File: src/rtl/if_unit.sv
// if_unit: instruction fetch stage with PC register, IF/ID pipeline register
// and a four-state fetch controller (RUN, STALL, WAIT_TGT, HALT).
//
// Ports:
//   clk, rst            clock; asynchronous active-high reset
//   data_hazard         ID-stage RAW stall request (freeze fetch and IF/ID)
//   PC_hazard           ID-stage control-flow stall (inject bubbles)
//   redirect            control transfer resolved this cycle
//   redirect_pc [15:0]  new fetch address when redirect=1
//   imem_addr   [15:0]  instruction memory address (the PC register)
//   imem_rdata  [15:0]  combinational instruction read of imem_addr
//   instr_out   [15:0]  IF/ID instruction
//   PC_out      [15:0]  IF/ID address of instr_out plus one
//   valid_out           IF/ID holds a real fetched instruction
//   PC_update           one-cycle pulse after an accepted redirect
//   halted              fetch stopped on a HLT instruction
module if_unit #(
    parameter logic [15:0] NOP_INSTR  = 16'h0000,
    parameter logic [3:0]  HLT_OPCODE = 4'hF,
    parameter logic [15:0] RESET_PC   = 16'h0000
) (
    input  logic        clk,
    input  logic        rst,
    input  logic        data_hazard,
    input  logic        PC_hazard,
    input  logic        redirect,
    input  logic [15:0] redirect_pc,
    output logic [15:0] imem_addr,
    input  logic [15:0] imem_rdata,
    output logic [15:0] instr_out,
    output logic [15:0] PC_out,
    output logic        valid_out,
    output logic        PC_update,
    output logic        halted
);

    typedef enum logic [1:0] {
        RUN,
        STALL,
        WAIT_TGT,
        HALT
    } state_t;

    state_t      state_q, state_d;
    logic [15:0] pc_q, pc_d;
    logic [15:0] instr_q, instr_d;
    logic [15:0] pcout_q, pcout_d;
    logic        valid_q, valid_d;
    logic        upd_q, upd_d;

    logic [15:0] pc_inc;
    logic        is_hlt;

    // Wraps naturally from 16'hFFFF to 16'h0000.
    assign pc_inc = pc_q + 16'd1;
    assign is_hlt = (imem_rdata[15:12] == HLT_OPCODE);

    always_ff @(posedge clk or posedge rst) begin
        if (rst) begin
            state_q <= RUN;
            pc_q    <= RESET_PC;
            instr_q <= NOP_INSTR;
            pcout_q <= 16'h0000;
            valid_q <= 1'b0;
            upd_q   <= 1'b0;
        end else begin
            state_q <= state_d;
            pc_q    <= pc_d;
            instr_q <= instr_d;
            pcout_q <= pcout_d;
            valid_q <= valid_d;
            upd_q   <= upd_d;
        end
    end

    // Priority: redirect > PC_hazard > data_hazard > normal fetch.
    // HALT ignores everything; only reset leaves it.
    always_comb begin
        state_d = state_q;
        pc_d    = pc_q;
        instr_d = instr_q;
        pcout_d = pcout_q;
        valid_d = valid_q;
        upd_d   = 1'b0;

        if (state_q == HALT) begin
            state_d = HALT;
        end else if (redirect) begin
            pc_d    = redirect_pc;
            instr_d = NOP_INSTR;
            valid_d = 1'b0;
            upd_d   = 1'b1;
            state_d = RUN;
        end else if (PC_hazard || state_q == WAIT_TGT) begin
            // Target still unresolved: keep PC, feed bubbles.
            instr_d = NOP_INSTR;
            valid_d = 1'b0;
            state_d = WAIT_TGT;
        end else if (data_hazard) begin
            // Freeze PC and IF/ID; a HLT under the stall is not latched.
            state_d = STALL;
        end else if (is_hlt) begin
            // HLT enters IF/ID as a real instruction, PC stops on it.
            instr_d = imem_rdata;
            pcout_d = pc_inc;
            valid_d = 1'b1;
            state_d = HALT;
        end else begin
            pc_d    = pc_inc;
            instr_d = imem_rdata;
            pcout_d = pc_inc;
            valid_d = 1'b1;
            state_d = RUN;
        end
    end

    assign imem_addr = pc_q;
    assign instr_out = instr_q;
    assign PC_out    = pcout_q;
    assign valid_out = valid_q;
    assign PC_update = upd_q;
    assign halted    = (state_q == HALT);

endmodule

File: config.mk
export PLATFORM = sky130hd
export DESIGN_NAME = if_unit
export DESIGN_NICKNAME = d
export VERILOG_FILES = /design/src/rtl/if_unit.sv
export SDC_FILE = /design/constraint.sdc
export NUM_CORES = 1
export LEC_CHECK = 0
export CAP_MARGIN = 30
export CORE_MARGIN = 2
export CORE_UTILIZATION = 41
export DETAILED_ROUTE_END_ITERATION = 8
export PLACE_DENSITY = 0.78
export SETUP_SLACK_MARGIN = 0.1
export SYNTH_ARGS = -nofsm -noshare
export SYNTH_HDL_FRONTEND = slang
export SYNTH_SLANG_ARGS = --single-unit
export TNS_END_PERCENT = 1
File: constraint.sdc
create_clock -name clk -period 1.9 [get_ports clk]
set_clock_uncertainty 0.2 [all_clocks]
set_input_delay 0.475 -clock clk [delete_from_list [all_inputs] [get_ports clk]]
set_output_delay 0.475 -clock clk [all_outputs]
set_load 0.01 [all_outputs]
Yosys cells after proc, flatten, opt, wreduce, memory -nomap -nowiden:

Cells that the tools add are included.
Widths: inputs -> output; s select.

* output and inout bits: 51
* word-level logic and storage cells: 39
* input bits: 37
* flip-flop bits (word level): 52

* bitwise operators: 4
* multiplexer cells: 17
* eq/ne operators: 7
* reduce and logical (&&, ||, !) cells: 4
* $add $sub $neg: 1

Operators by type and width (number)
* $mux 16: 7
* $add 16x1->16 const B: 1
* $mux 2: 5
* $reduce_and 4->1: 2
* $mux 1: 5
* $eq 2x2->1 const B: 2
* $eq 4x4->1 const B: 1
* $ne 2x2->1 const B: 2
* $not 1->1: 4
* $ne 3x1->1 const B: 1
* $ne 2x1->1 const B: 1
* $reduce_and 2->1: 1
* $logic_or 1x1->1: 1

Depth between registers and ports, before layout:

* word-level depth: 6
* gate-level depth with buffers: 8

Worst setup path before layout:

Ideal clock, no wire load.

* path kind: register to register
* from: reg pc_q[0] (netlist: imem_addr[0])
* to: reg pc_q[14] (netlist: imem_addr[14])
* path buffers: 0
* arrival: 1.578 ns
* data required time: 1.573 ns
* cell stages (with the launch flop): 6
* library setup time: 0.127 ns
* slack: -0.005 ns
* path through: dfrtp_1 > ha_1 > nand3_1 > nor4_4 > a21oi_1 > nand3b_1

* cells in the longest elaborated chain, start to end: 5

RTL lines
* from (decl): RTL line 45 `logic [15:0] pc_q, pc_d;`
* from (signal assigned): RTL line 68 `pc_q <= pc_d;`
* $add 16x1->16: RTL line 55 `assign pc_inc = pc_q + 16'd1;`
* $mux 16: RTL line 102 `end else if (is_hlt) begin`
* $mux 16: RTL line 99 `end else if (data_hazard) begin`
* $mux 16: RTL line 94 `end else if (PC_hazard || state_q == WAIT_TGT) begin`
* $mux 16: RTL line 88 `end else if (redirect) begin`

No other way between the ends. The select of a mux whose other input is x is not followed.
A chain may end at the register's enable or synchronous reset.

Worst setup path in the final report:

* from: in imem_rdata[12]
* to: reg pc_q[13] (netlist: imem_addr[13])

* cells in the longest elaborated chain, start to end: 3

RTL lines
* from (decl): RTL line 29 `input logic [15:0] imem_rdata,`
* $eq 4x4->1: RTL line 56 `assign is_hlt = (imem_rdata[15:12] == HLT_OPCODE);`
* $ne 2x2->1 (no source line)
* $reduce_and 4->1 (no source line)

No other way between the ends.

==> impl_metrics.py <==
metrics = {
    "critical_path": {
        "cp_slowest_cell": "or4_1",
        "critPathLaunchType": "input port",
        "cpPeakStageDelay_ns": 0.53,
        "cp_max_fo": 4,
        "crit_buf_inv": 1,
        "critPathArrivalTime_ns": 1.83,
        "cp-end-kind": "flip-flop",
        "path_cells": "clkdlybuf4s50_1, and4_4, or4_1, o22ai_1, a21oi_1",
        "critPathTopFamily": "simple AND/OR/NAND/NOR gates",
        "r2r_setup_slack_ns": 0.11,
        "critical_path_required_ns": 1.89,
        "path_class": "input port to flip-flop",
    },
    "synthesis": {
        "syn_inst": 252,
        "ys_seq_area_frac": 0.504,
        "synth_nets": 290,
        "synth.top_cells.by_area": "dfrtp_1, a22o_1, xnor2_1",
        "synth.top_cell.area_share": 0.504,
        "synthDistinctLibCells": 43,
        "yosys.area.top_type": "dfrtp_1",
        "avgSynthCellArea_um2": 10.2,
        "syn-cell-area_mm2": 0.00258,
        "synth_seq_cells": 52,
        "synth_warnings": 0,
    },
    "routing": {
        "ant_nets": 0,
        "drt_iter0_drc": 171,
        "drt_wl_total_um": 7670,
        "vias": 2484,
        "firstDrtPassIters": 4,
        "drc_errors": 0,
        "wl_per_cell_um": 16.5,
        "vias_per_cell": 5.33,
    },
    "global_route": {
        "grt_use_total": 0.206,
        "grt_overflow": 0,
        "grt_pass1_vias": 2359,
        "grt_max_degree": 53,
        "antenna_found_initial": 0,
        "grt_pass1_wl_um": 11700,
    },
    "placement": {
        "numPortBuffers": 87,
        "dpl_cell_area_mm2": 0.00381,
        "place_ws_ns": -0.331,
        "gp_congestion": 0.841,
        "dp_hpwl_um": 5020,
    },
    "power_and_ir_drop": {
        "switching_share": 0.323,
        "p_leak_nw": 1.92,
        "p_clk_frac": 0.222,
        "vdd_drop_max_mv": 0.428,
        "finalPower_mw": 3.39,
        "comb_power_share": 0.349,
        "p_sw_mw": 1.09,
        "seq_power_share": 0.429,
        "power_density_mw_per_mm2": 818,
        "internal_power_mw": 2.30,
    },
    "layout": {
        "antennaDiodeCount": 0,
        "fillers": 461,
        "final_common_cell": "dlygate4sd2_1",
        "fin_nets": 428,
        "final_area_mm2": 0.00415,
        "seqCellArea_mm2": 0.00131,
        "multi_input_area_mm2": 0.00129,
        "drive_above_1_share": 0.253,
        "area_growth_pct": 60.6,
        "layout_common_cells": "dlygate4sd2_1, buf_4, dfrtp_1",
    },
    "clocking": {
        "clk_pin_slew_worst_paths_ns": 0.09,
        "root_buffer": "clkbuf_8",
        "cts_tree": "yes",
        "cts_sinks": 52,
        "insertion_delay_ns": 0.31,
        "cts_inserted_buffers": 5,
        "htreeDepth": 2,
        "clk_path_buf_depth": 2,
    },
    "floorplanning": {
        "fp-row-count": 28,
        "die_x_um": 83.4,
        "start_util": 0.431,
        "fp.dieH_um": 83.4,
        "pin_count": 88,
        "core-area_mm2": 0.00599,
        "die-area_mm2": 0.00695,
    },
    "timing": {
        "slew_headroom": 0.769,
        "clock.fmax_ghz": 0.544,
        "fin_setup_tns_ns": 0,
        "worstMarginPinSlew_ns": 0.345,
        "period_needed_ns": 1.84,
        "fin_ws_ns": 0.0631,
        "holdWs_ns": 0.280,
        "rsz0062_at_grt": "yes",
        "drv_slew": 0,
        "post-route-period-util": 0.967,
        "setup_viol": 0,
        "hold_violations": 0,
    },
    "flow_run": {
        "drv_cap": 0,
    },
    "min_path": {
        "hold_path.class": "flip-flop to flip-flop",
    },
    "run_status": {
        "status": "complete, no violations",
    },
}
[cell usage after synthesis, drive strengths merged]
master,count
nand4,4
a22o,16
clkbuf,5
buf,8
a21oi,13
and3,4
nor3,8
o22ai,1
and4,1
dfrtp,52
nand2b,3
inv,7
nor3b,1
nor2,17
a31oi,4
xnor2,12
nand3,6
a21o,2
o2bb2ai,6
nand2,27
a32oi,1
a211oi,3
o22a,2
nor4,8
or2,1
o21ai,27
or4,2
ha,1
xor2,1
mux2i,3
a22oi,3
nand3b,1
o21a,2
[tightest hold or removal path, cell delays in order, from the launching register on]
cell and delay, ns:
dfrtp_1 0.34, nand2_1 0.05, nand2_1 0.06
[through the flow]
step	cells	util
floorplan	252	-
global placement	438	0.636
detailed placement	438	0.636
CTS	454	0.661
global route	466	0.692
finish	466	0.692
[path summary, 6_finish.rpt]
kind | endpoint | start | depth (start not counted)
min in group asynchronous | instr_out[9]$_DFFE_PP0P_ | rst | 3
max in group asynchronous | imem_addr[14]$_DFFE_PP0P_ | rst | 3
worst max register to register | imem_addr[11]$_DFFE_PP0P_ | imem_addr[2]$_DFFE_PP0P_ | 6
worst max-delay path | imem_addr[13]$_DFFE_PP0P_ | imem_rdata[12] | 5
worst min register to register | PC_out[1]$_DFFE_PP0P_ | PC_out[1]$_DFFE_PP0P_ | 2
worst min-delay path | PC_out[1]$_DFFE_PP0P_ | PC_out[1]$_DFFE_PP0P_ | 2
[power groups by stage]
stage / Combinational, mW / Sequential (mW) / Clock (mW)
floorplan: 0.416 / 1.55 / 0
global placement: 1.12 / 1.49 / 0
detailed placement: 1.14 / 1.50 / 0
CTS: 1.11 / 1.45 / 0.765
global route: 1.28 / 1.48 / 0.815
finish: 1.18 / 1.46 / 0.753
[final cells by class]
cell class,count,area share
clock inverter,2,0.00845
multi-input combinational,180,0.310
inverter,7,0.00815
clock buffer,6,0.0175
timing repair inverter,1,0.00121
tap,75,0.0226
sequential,52,0.317
timing repair buffer,143,0.315
[cell families after synthesis]
family,after synthesis,share of synthesized area
compound gates,80,0.207
xor+xnor,13,0.0441
fa+ha+maj,1,0.00484
buf+inv,20,0.0320
flops,52,0.504
mux,3,0.0116
simple gates,83,0.197
[sequential cells by signal, indices dropped and copies added, names as in the netlist]
| signal | flops |
|---|---|
| PC_out | 16 |
| imem_addr | 16 |
| instr_out | 16 |
| valid_out | 1 |
| PC_update | 1 |
| state_q | 2 |
[metal layers]
| layer | part of all wire | track usage | wire (um) | vias to the layer above |
|---|---|---|---|---|
| met5 | 0 | 0 | 0 | - |
| met4 | 0.017 | 0.0507 | 134 | 0 |
| met3 | 0.048 | 0.0298 | 369 | 15 |
| met2 | 0.49 | 0.352 | 3750 | 87 |
| met1 | 0.45 | 0.276 | 3420 | 1185 |
| li1 | - | - | - | 1197 |
[repair_timing]
item                                    in CTS  in global routing
pin swaps                                    7                  7
hold endpoints to repair                     0                  0
gates cloned                                 0                  3
endpoints found under the setup margin      79                 33
setup buffers                                8                  9
resized for setup                           76                 19
hold buffers                                 0                  0
Note: power is estimated with default switching activity, not from simulation.
==> RTL change: new RTL, config.mk and constraints unchanged <==
Re-encode `state_t` (4 states) as Gray code, 2 bits wide.
--- a/src/rtl/if_unit.sv
+++ b/src/rtl/if_unit.sv
@@ -35,10 +35,10 @@
 );
 
     typedef enum logic [1:0] {
-        RUN,
-        STALL,
-        WAIT_TGT,
-        HALT
+        RUN      = 2'b00,
+        STALL    = 2'b01,
+        WAIT_TGT = 2'b11,
+        HALT     = 2'b10
     } state_t;
 
     state_t      state_q, state_d;
Behaviour: no difference found for any inputs over 10 cycles, from zero or initial values and one cycle with rst high; not proved beyond that.
==> RTL change against the unedited design <==
  * Synthesized area shrank 0.63%
  * Via count up 0.76%
  * Maximum frequency is 0.39% lower
  * Worst setup slack worse by 0.0071 ns
  * Die area decreased by 0.60%
  * Power up 25%
  * Sequential share of layout area increased by 2.2 points
  * Design area is 6.5% lower
  * First-iteration DRC count rose by 13%
  * Wire length shrank 1.8%
  * Sequential cell count did not move
==> RTL change: results (changes against the unedited design) <==
| Metric | Value |
|---|---|
| Largest net degree at the start of global routing | `29 (-45%)` |
| Vias per cell | `5.56 (+4.3%)` |
| Max incr delay on CP | `0.42 ns (-0.11 ns)` |
| Initial detailed-routing violation count | `193 (+13%)` |
| Die width | `83.1 um (-0.30%)` |
| Syn Nets | `299 (+3.1%)` |
| GRT Util Overall | `21.8% (+1.2 points)` |
| Met2 usage in global routing | `35.9% (+0.66 points)` |
| Fraction of area in multi-input gates | `31.4% (+0.37 points)` |
| Metal2 WL | `3740 um (-0.32%)` |
| Seq/total area | `33.9% (+2.2 points)` |
| Dpl cells | `436 (-0.46%)` |
| Final min period | `1.84 ns (+0.00715 ns)` |
| M1 wire length | `3300 um (-3.5%)` |
| GPL Wtd Cong | `0.875 (+4.1%)` |
| Final std cells w/o fill | `450 (-3.4%)` |
| Met1 Usage GRT | `30.0% (+2.5 points)` |
| Non-clk buf share | `29.6% (-1.9 points)` |
| Outcome | `completed` |
| Final-layout clock-cell area share | `2.32% (-0.27 points)` |
| Layout cells sized above 1 | `20.5% (-4.8 points)` |
| Post-synthesis mux area share | `0.390% (-0.77 points)` |
| Leakage | `1.76 nW (-7.9%)` |
| Top cells by area, synth | `dfrtp_1 51%, o21ai_0 5.3%, a22o_1 5.1%` |
| Crit path max fanout | `5 (+1)` |
-- RTL change: cell count changes in the layout (fill, tap and decap cells not counted), sizes merged, moves of 3 or more --
| cell | before | now |
|---|---|---|
| or3 | 0 | 3 |
| xor2 | 1 | 6 |
| clkdlybuf4s50 | 30 | 33 |
| a2bb2oi | 0 | 3 |
| buf | 54 | 40 |
| o31ai | 0 | 7 |
| xnor2 | 12 | 6 |
| nand2 | 27 | 31 |
| o2bb2ai | 6 | 0 |
| nor3 | 8 | 4 |
| a21oi | 13 | 6 |
-- RTL change: what timing repair did --
item / in CTS / in global routing
setup buffers: 2 / 2
pin swaps: 2 / 5
setup endpoints to repair: 100 / 27
endpoints found under the hold margin: 0 / 0
gates cloned: 0 / 2
gates resized for setup: 82 / 8
-- RTL change: cell families after synthesis --
| kind of cell | Yosys count |
|---|---|
| adders and majority gates | 1 |
| buffers and inverters | 24 |
| AOI/OAI and AO/OA | 88 |
| DFF | 52 |
| xor gates and xnor gates | 12 |
| muxes | 1 |
| and+or+nand+nor | 83 |
-- RTL change: how the worst min path moves through the flow --
stage	startpoint	end	slack, ns	cells after the start
2_1_floorplan	valid_out	valid_out	0.31	2
3_3_place_gp	instr_out[14]	instr_out[14]	0.26	2
3_5_place_dp	instr_out[14]	instr_out[14]	0.27	2
4_1_cts	rst	instr_out[5]	0.29	2
5_1_grt	rst	instr_out[5]	0.31	2
6_report	rst	instr_out[5]	0.28	2
-- RTL change: power by group --
group / internal [mW] / switching (mW)
registers: 1.44 / 0.306
clock network: 0.262 / 0.388
logic: 0.923 / 0.919
-- RTL change: worst reg2reg max path: stages, from the launching register on --
cell     delay [ns]
dfrtp_1        0.42
buf_6          0.14
o32a_1         0.35
or2_4          0.30
a221o_1        0.34
